`src/rtl/data_ram_ctrl.sv`:
```
// data_ram_ctrl: byte-organised big-endian data RAM with a one-byte-per-cycle
// access sequencer (IDLE -> XFER -> DONE). Loads are zero/sign-extended.
// Optional build macro RAM_ALIGN_CHK_EN: misaligned requests abort instead of
// being silently masked to the access-size alignment.
module data_ram_ctrl #(
    parameter int ADDR_W = 9
) (
    input  logic        CLK,
    input  logic        RESET,
    input  logic        MFA,
    input  logic [3:0]  CTRL,
    input  logic [31:0] ADDR,
    input  logic [31:0] DATA_IN,
    input  logic [31:0] DATA_IN2,
    output logic [31:0] DATA_OUT,
    output logic [31:0] DATA_OUT2,
    output logic        MOC,
    output logic        BUSY,
    output logic        ABORT
);

    typedef enum logic [1:0] {IDLE, XFER, DONE} state_t;

    state_t              state_q, state_d;
    logic [3:0]          ctrl_q, ctrl_d;
    logic [ADDR_W-1:0]   base_q, base_d;
    logic [3:0]          nbeat_q, nbeat_d;
    logic [3:0]          beat_q, beat_d;
    logic [63:0]         wdata_q, wdata_d;
    logic [55:0]         asm_q, asm_d;
    logic [31:0]         dout_q, dout_d;
    logic [31:0]         dout2_q, dout2_d;
    logic                abort_q, abort_d;

    logic [7:0]          mem_q [2**ADDR_W];
    logic [ADDR_W-1:0]   cur_addr;
    logic [7:0]          rd_byte;
    logic [63:0]         asm_full;
    logic                mem_we;
    logic                unused_addr_hi;

    assign unused_addr_hi = ^ADDR[31:ADDR_W];

    // Force the base address onto the access-size boundary.
    function automatic logic [ADDR_W-1:0] align_addr(input logic [ADDR_W-1:0] a,
                                                     input logic [1:0] size);
        case (size)
            2'b00:   return a;
            2'b01:   return {a[ADDR_W-1:1], 1'b0};
            default: return {a[ADDR_W-1:2], 2'b00};
        endcase
    endfunction

    // Left-justify store data so the byte to write is always in [63:56].
    function automatic logic [63:0] pack_store(input logic [31:0] d1,
                                               input logic [31:0] d2,
                                               input logic [1:0]  size);
        case (size)
            2'b00:   return {d1[7:0], 56'h0};
            2'b01:   return {d1[15:0], 48'h0};
            2'b10:   return {d1, 32'h0};
            default: return {d1, d2};
        endcase
    endfunction

    // First load word with zero/sign extension for sub-word sizes.
    function automatic logic [31:0] ext_load(input logic [63:0] a,
                                             input logic [1:0]  size,
                                             input logic        sx);
        case (size)
            2'b00:   return sx ? {{24{a[7]}}, a[7:0]}   : {24'h0, a[7:0]};
            2'b01:   return sx ? {{16{a[15]}}, a[15:0]} : {16'h0, a[15:0]};
            2'b10:   return a[31:0];
            default: return a[63:32];
        endcase
    endfunction

`ifdef RAM_ALIGN_CHK_EN
    logic misalign;
    assign misalign = ((CTRL[1:0] == 2'b01) && ADDR[0]) || (CTRL[1] && (ADDR[1:0] != 2'b00));
    assign ABORT    = (state_q == DONE) && abort_q;
`else
    assign ABORT    = 1'b0;
`endif

    assign cur_addr  = base_q + ADDR_W'(beat_q);
    assign rd_byte   = mem_q[cur_addr];
    assign asm_full  = {asm_q, rd_byte};
    assign DATA_OUT  = dout_q;
    assign DATA_OUT2 = dout2_q;
    assign BUSY      = (state_q != IDLE);
    assign MOC       = (state_q == DONE) && !abort_q;

    // Next-state, beat sequencing, read assembly and write strobe.
    always_comb begin
        state_d = state_q;
        ctrl_d  = ctrl_q;
        base_d  = base_q;
        nbeat_d = nbeat_q;
        beat_d  = beat_q;
        wdata_d = wdata_q;
        asm_d   = asm_q;
        dout_d  = dout_q;
        dout2_d = dout2_q;
        abort_d = abort_q;
        mem_we  = 1'b0;
        case (state_q)
            IDLE: begin
                if (MFA) begin
                    ctrl_d  = CTRL;
                    base_d  = align_addr(ADDR[ADDR_W-1:0], CTRL[1:0]);
                    nbeat_d = 4'd1 << CTRL[1:0];
                    beat_d  = 4'd0;
                    wdata_d = pack_store(DATA_IN, DATA_IN2, CTRL[1:0]);
                    asm_d   = 56'h0;
                    abort_d = 1'b0;
`ifdef RAM_ALIGN_CHK_EN
                    // A misaligned request spends one dead beat so ABORT
                    // lands with the same timing as a byte access.
                    if (misalign) begin
                        abort_d = 1'b1;
                        nbeat_d = 4'd1;
                    end
`endif
                    state_d = XFER;
                end
            end
            XFER: begin
                if (!abort_q) begin
                    if (ctrl_q[3]) asm_d = asm_full[55:0];
                    else           mem_we = 1'b1;
                end
                wdata_d = {wdata_q[55:0], 8'h0};
                beat_d  = beat_q + 4'd1;
                if (beat_q == nbeat_q - 4'd1) begin
                    state_d = DONE;
                    if (ctrl_q[3] && !abort_q) begin
                        dout_d  = ext_load(asm_full, ctrl_q[1:0], ctrl_q[2]);
                        dout2_d = (ctrl_q[1:0] == 2'b11) ? asm_full[31:0] : 32'h0;
                    end
                end
            end
            default: state_d = IDLE;
        endcase
    end

    // Control and read-result registers; reset returns to IDLE with outputs cleared.
    always_ff @(posedge CLK) begin
        if (RESET) begin
            state_q <= IDLE;
            beat_q  <= 4'd0;
            nbeat_q <= 4'd1;
            abort_q <= 1'b0;
            dout_q  <= 32'h0;
            dout2_q <= 32'h0;
        end else begin
            state_q <= state_d;
            beat_q  <= beat_d;
            nbeat_q <= nbeat_d;
            abort_q <= abort_d;
            dout_q  <= dout_d;
            dout2_q <= dout2_d;
        end
    end

    // Latched request data; not reset, only meaningful once a request is accepted.
    always_ff @(posedge CLK) begin
        ctrl_q  <= ctrl_d;
        base_q  <= base_d;
        wdata_q <= wdata_d;
        asm_q   <= asm_d;
    end

    // Byte-wide memory array; a reset cycle suppresses the pending write.
    always_ff @(posedge CLK) begin
        if (mem_we && !RESET) mem_q[cur_addr] <= wdata_q[63:56];
    end

endmodule

```
`config.mk`:
```
export PLATFORM = sky130hd
export DESIGN_NAME = data_ram_ctrl
export DESIGN_NICKNAME = d
export VERILOG_FILES = /design/src/rtl/data_ram_ctrl.sv
export SDC_FILE = /design/constraint.sdc
export NUM_CORES = 2
export LEC_CHECK = 0
export CAP_MARGIN = 20
export CELL_PAD_IN_SITES_DETAIL_PLACEMENT = 2
export CELL_PAD_IN_SITES_GLOBAL_PLACEMENT = 2
export CORE_UTILIZATION = 50
export DETAILED_ROUTE_END_ITERATION = 6
export DONT_BUFFER_PORTS = 1
export MAX_ROUTING_LAYER = met4
export PLACE_DENSITY = 0.9
export SYNTH_ARGS = -nofsm -noshare
export SYNTH_HDL_FRONTEND = slang
export SYNTH_SLANG_ARGS = --single-unit
```
`constraint.sdc`:
```
create_clock -name CLK -period 10.35 [get_ports CLK]
set_input_delay 2.07 -clock CLK [delete_from_list [all_inputs] [get_ports CLK]]
set_output_delay 2.07 -clock CLK [all_outputs]
set_load 0.01 [all_outputs]
```
==> metrics.md, run 1 <==
| Metric | Value |
|---|---|
| Synth top area cells | `edfxtp_1 76%, mux4_2 16%, nor2_1 1.3%, dfxtp_1 0.89%, clkbuf_1 0.64%` |
| Die X | `580 microns` |
| Distinct cells, synth | `77` |
| Die span in y | `580 microns` |
| Port Buf Inserts | `0` |
| I/O pins | `170` |
| Synth area leader | `edfxtp_1` |
| Sequential area share after synthesis | `76.9%` |
| Outcome | `stopped before the end` |
| Yosys top cell area share | `76.0%` |
| Initial core utilization | `50.4%` |
| Post-Synthesis Cells | `7651` |
| Cell area after synthesis | `167000 sq um` |
| Yosys warns | `0` |
| #FFs+latches synth | `4303` |
| Detailed Place HPWL | `471000 microns` |
| Avg Cell Area, Syn | `21.8 sq um` |
| Synth Flop Type | `edfxtp_1` |
| Synth async-reset ratio | `0%` |
| Number of synthesized flops with an enable pin | `4229` |
| Cell Rows | `211` |
| Gpl congestion | `0.835` |
| Err | `[ERROR DPL-0033] detailed placement checks failed during check placement.` |
| Stop stage | `3_5_place_dp` |
| Net Count, Synth | `7761` |
-- logic make-up after synthesis --
family,after synthesis,share of synthesized area [%]
AOI/OAI and AO/OA,483,2.04
other,1,0.00224
DFF,4303,76.9
xor gates and xnor gates,13,0.0771
buffers and inverters,519,1.48
muxes,1270,16.7
adders and majority gates,7,0.0569
and+or+nand+nor,1055,2.73
-- synthesized netlist by cell type, types with 6 or more instances --
library cell	instances
edfxtp_1	4229
a311oi_1	26
or3_1	22
a22oi_1	13
and3_1	38
nor2_1	572
o31ai_1	8
dfxtp_1	74
a31oi_1	8
a21o_1	6
a22o_1	26
a211oi_2	14
mux4_2	1218
a21oi_1	66
a221oi_1	38
a32o_1	8
mux2_2	25
o21ai_0	85
inv_1	9
and4_1	6
buf_4	55
buf_6	24
nor3_1	15
o32ai_1	8
xor2_1	6
nor3b_1	8
clkbuf_1	284
mux2i_1	27
a211oi_1	50
and2_1	60
nand2_1	220
nand3_1	78
buf_1	29
buf_2	116
nand4_1	10
nor2b_1	8
o22ai_1	94
ha_1	6
-- per-stage QoR --
stage | worst slack (ns) | std cells
after floorplan | 2.76 | 7651
after global placement | 3.61 | 11700
==> run 2, diff against run 1 <==
==> config.mk (replaced) <==
export PLATFORM = sky130hd
export DESIGN_NAME = data_ram_ctrl
export DESIGN_NICKNAME = d
export VERILOG_FILES = /design/src/rtl/data_ram_ctrl.sv
export SDC_FILE = /design/constraint.sdc
export NUM_CORES = 2
export LEC_CHECK = 0
export CAP_MARGIN = 20
export CORE_UTILIZATION = 35
export DETAILED_ROUTE_END_ITERATION = 6
export DONT_BUFFER_PORTS = 1
export PLACE_DENSITY_LB_ADDON = 0.15
export SYNTH_ARGS = -nofsm -noshare
export SYNTH_HDL_FRONTEND = slang
export SYNTH_SLANG_ARGS = --single-unit
==> run 2 against run 1 <==
Effect of this change: the run now ends clean; area after synthesis stayed put; synthesized cell count is the same.
==> metrics.md, run 2 <==
| Metric | Value |
|---|---|
| Outcome | `finished, final reports clean` |
| Post-synth top cells | `4229 x edfxtp_1, 1218 x mux4_2, 572 x nor2_1, 284 x clkbuf_1, 220 x nand2_1` |
| Pleak | `57.5 nW` |
| Port Buf Inserts | `0` |
| Synth Area in Compound Gates | `2.04%` |
| Die span in y | `693 microns` |
| Setup crit end kind | `flip-flop` |
| DRC viols | `0` |
| Design Area, Final | `190000 sq um` |
| Net Count, Synth | `7761` |
| Hold depth | `2` |
| Crit path buffers/inverters | `2` |
| Biggest regs | `mem_q (4096), wdata_q (64), asm_q (56)` |
| Slew Viols, Final | `0` |
| CTS buffer count | `453` |
| #FFs+latches synth | `4303` |
| Depth of the most critical reg-to-reg path | `12` |
| Hold Vio Cnt, Final | `0` |
| Sequential area share after synthesis | `76.9%` |
| WL/cell | `31.8 microns` |
| Setup TNS | `0 ns` |
| Clock share of power | `39.2%` |
| Initial core utilization | `35.2%` |
| Sequential share of power | `47.9%` |
| Unrepaired setup endpoints after global routing | `no` |
| Post-Synthesis Cells | `7651` |
| Inst Count DP | `13.7k` |
| Antenna Nets Post-Route | `0` |
| Gpl congestion | `0.765` |
| Cell Rows | `253` |
| Synth area leader | `edfxtp_1` |
| Hold crit path type | `flip-flop to flip-flop` |
| WL met2 | `222000 microns` |
| Congestion Overflow GR | `0` |
| CP Class | `flip-flop to flip-flop` |
| CP cell instances | `ha_1 > nor2_1 > o21ai_4 > buf_4 > nand2_8 > buf_4 > mux4_2 > o22ai_1 > o21ai_0 > and4_1 > nand4_2 > a211oi_1` |
| Clock Path Buffers | `4` |
| Worst slack at placement | `3.39 ns` |
| Layout Cells excl Fill | `14.6k` |
| Net switching power | `10.4 mW` |
| Hold Buf Count CTS | `0` |
| Yosys top cell area share | `76.0%` |
| Global Route Usage Sum | `19.1%` |
| CTS tree | `yes` |
| Clk pin slew, worst setup/hold paths | `0.06 ns` |
| Synth async-reset ratio | `0%` |
| Placed cell areas | `175000 sq um` |
| Routed WL | `463000 microns` |
| Die ar. | `480000 sq um` |
| Area growth syn-to-layout | `13.7%` |
| Synth Flop Type | `edfxtp_1` |
| Crit-path leading delay family | `simple AND/OR/NAND/NOR gates` |
| WL met1 | `198000 microns` |
| Number of synthesized flops with an enable pin | `4229` |
| Clk sinks | `4303` |
| CTS root buf | `clkbuf_16` |
| VDD IR-drop max | `0.148 mV` |
| CP most frequent cell | `buf_4` |
| Setup bufs post-CTS | `0` |
| MaxCap Viol Count | `0` |
| I/O pins | `170` |
| Setup slack after layout | `3.38 ns` |
| Latest clock arrival within the worst-skew pair | `1.02 ns` |
| Layout cell share with drive strength beyond 1 | `26.5%` |
| Starting DRT DRC Count | `7832` |
| Most frequent cell after synthesis | `edfxtp_1` |
| Distinct cells, synth | `77` |
| Slowest stage delay, CP | `0.91 ns` |
| Power Density | `220 nW/um^2` |
| Internal power | `31.5 mW` |
| CP startpoint kind | `flip-flop` |
| Tcrit/Tclk final | `67.4%` |
| Avg Cell Area, Syn | `21.8 sq um` |
| Net Sw Frac | `24.8%` |
| Met3 Routed Length | `31200 microns` |
| Mux contribution to synthesized area | `16.7%` |
| Yosys warns | `0` |
| Total number of vias | `78.9k` |
| Cell area after synthesis | `167000 sq um` |
| Comb pwr share | `12.9%` |
| Nets | `7902` |
| Antenna violations before repair | `35` |
| Critical-path maximum fanout | `38` |
| Max reg flops | `4096` |
| Worst path depth | `12` |
| Critical path arrival | `7.88 ns` |
| XOR/XNOR Fraction of Synth Area | `0.0771%` |
| Worst slew pin tran | `1.29 ns` |
| Post-Synth Simple-Gate Area | `2.73%` |
| Die X | `693 microns` |
| Final setup fails | `0` |
| Most common cell after layout, fill and taps aside | `edfxtp_1` |
| Highest Clock Rate | `0.143 GHz` |
| Synth top area cells | `edfxtp_1 76%, mux4_2 16%, nor2_1 1.3%, dfxtp_1 0.89%, clkbuf_1 0.64%` |
| Core footprint | `475000 sq um` |
| Rel. slew slack | `13.7%` |
| Largest Register | `mem_q` |
| Largest net degree at the start of global routing | `204` |
| Detailed Place HPWL | `262000 microns` |
| Global-route wire length before repair | `651000 microns` |
| Vias in the first global route | `81.6k` |
| Minimum clock period | `6.97 ns` |
| Synth Area in Adders | `0.0569%` |
| Vias per cell | `5.42` |
| Critical path's slowest cell | `nand4_2` |
| DR top layer | `met5` |
| Largest family of logic cells by synthesized area | `multiplexers` |
| Most frequent cells in the layout | `4229 x edfxtp_1, 1218 x mux4_2, 568 x nor2_1, 465 x clkbuf_16, 218 x nand2_1` |
| Clock Skew | `0.0604 ns` |
| Req. time, crit path | `11.26 ns` |
| DR pass1 iterations | `5` |
| H-tree depth | `5` |
| CTS resizes | `0` |
run 2: cell counts after synthesis:
No cell type changed its count.
run 2: path summary, 6_finish.rpt:
check	slack, ns	from	end
setup / recovery	3.38	base_q[2]	DATA_OUT[16]
setup reg to reg	3.38	base_q[2]	DATA_OUT[16]
hold reg to reg	0.47	nbeat_q[1]	nbeat_q[1]
hold / removal	0.47	nbeat_q[1]	nbeat_q[1]
run 2: power by group through the flow:
stage | combinational (mW) | sequential, mW | clock (mW)
3_5_place_dp | 5.53 | 20.4 | 0
2_1_floorplan | 2.91 | 21.3 | 0
3_3_place_gp | 5.44 | 20.4 | 0
4_1_cts | 5.54 | 20.1 | 16.8
5_1_grt | 5.73 | 20.1 | 17.4
6_report | 5.39 | 20.1 | 16.4
run 2: worst min-delay path, cell delays in order, from the launching register on:
cell	delay [ns]
dfxtp_1	0.33
nand2_1	0.06
a21oi_1	0.05
run 2: through the flow:
| step | hold WS, ns | util (%) | total power [mW] |
|---|---|---|---|
| floorplan | 0.445 | - | 24.2 |
| global placement | 0.467 | 36.8 | 25.9 |
| detailed placement | 0.460 | 36.8 | 26.0 |
| CTS | 0.475 | 40.0 | 42.4 |
| global route | 0.495 | 40.0 | 43.2 |
| finish | 0.475 | 40.0 | 41.9 |
run 2: layer usage:
| layer | up-vias | track usage, % |
|---|---|---|
| met1 | 43200 | 26.8 |
| li1 | 32500 | - |
| met4 | 6 | 4.46 |
| met2 | 2623 | 30.8 |
| met5 | - | 0 |
| met3 | 576 | 3.60 |
run 2: logic make-up (layout without fill, tap and decap cells):
kind of cell             count (synthesis)  after routing
buffers and inverters                  519           1043
flip-flops                            4303           4303
adder cells (fa/ha/maj)                  7              7
XOR/XNOR                                13             13
multiplexers                          1270           1270
other                                    1             12
AO/OA/AOI/OAI                          483            483
AND/OR/NAND/NOR                       1055           1055
run 2: layout make-up:
| type | count | area (sq um) |
|---|---|---|
| antenna | 11 | 27.5 |
| sequential | 4303 | 128000 |
| inverter | 11 | 41.3 |
| clock inverter | 287 | 2920 |
| fill | 41800 | 285000 |
| multi-input combinational | 2829 | 36600 |
| tap | 6375 | 7980 |
| clock buffer | 551 | 12000 |
| timing repair buffer | 194 | 2040 |
Power figures use the tool's default switching activity.
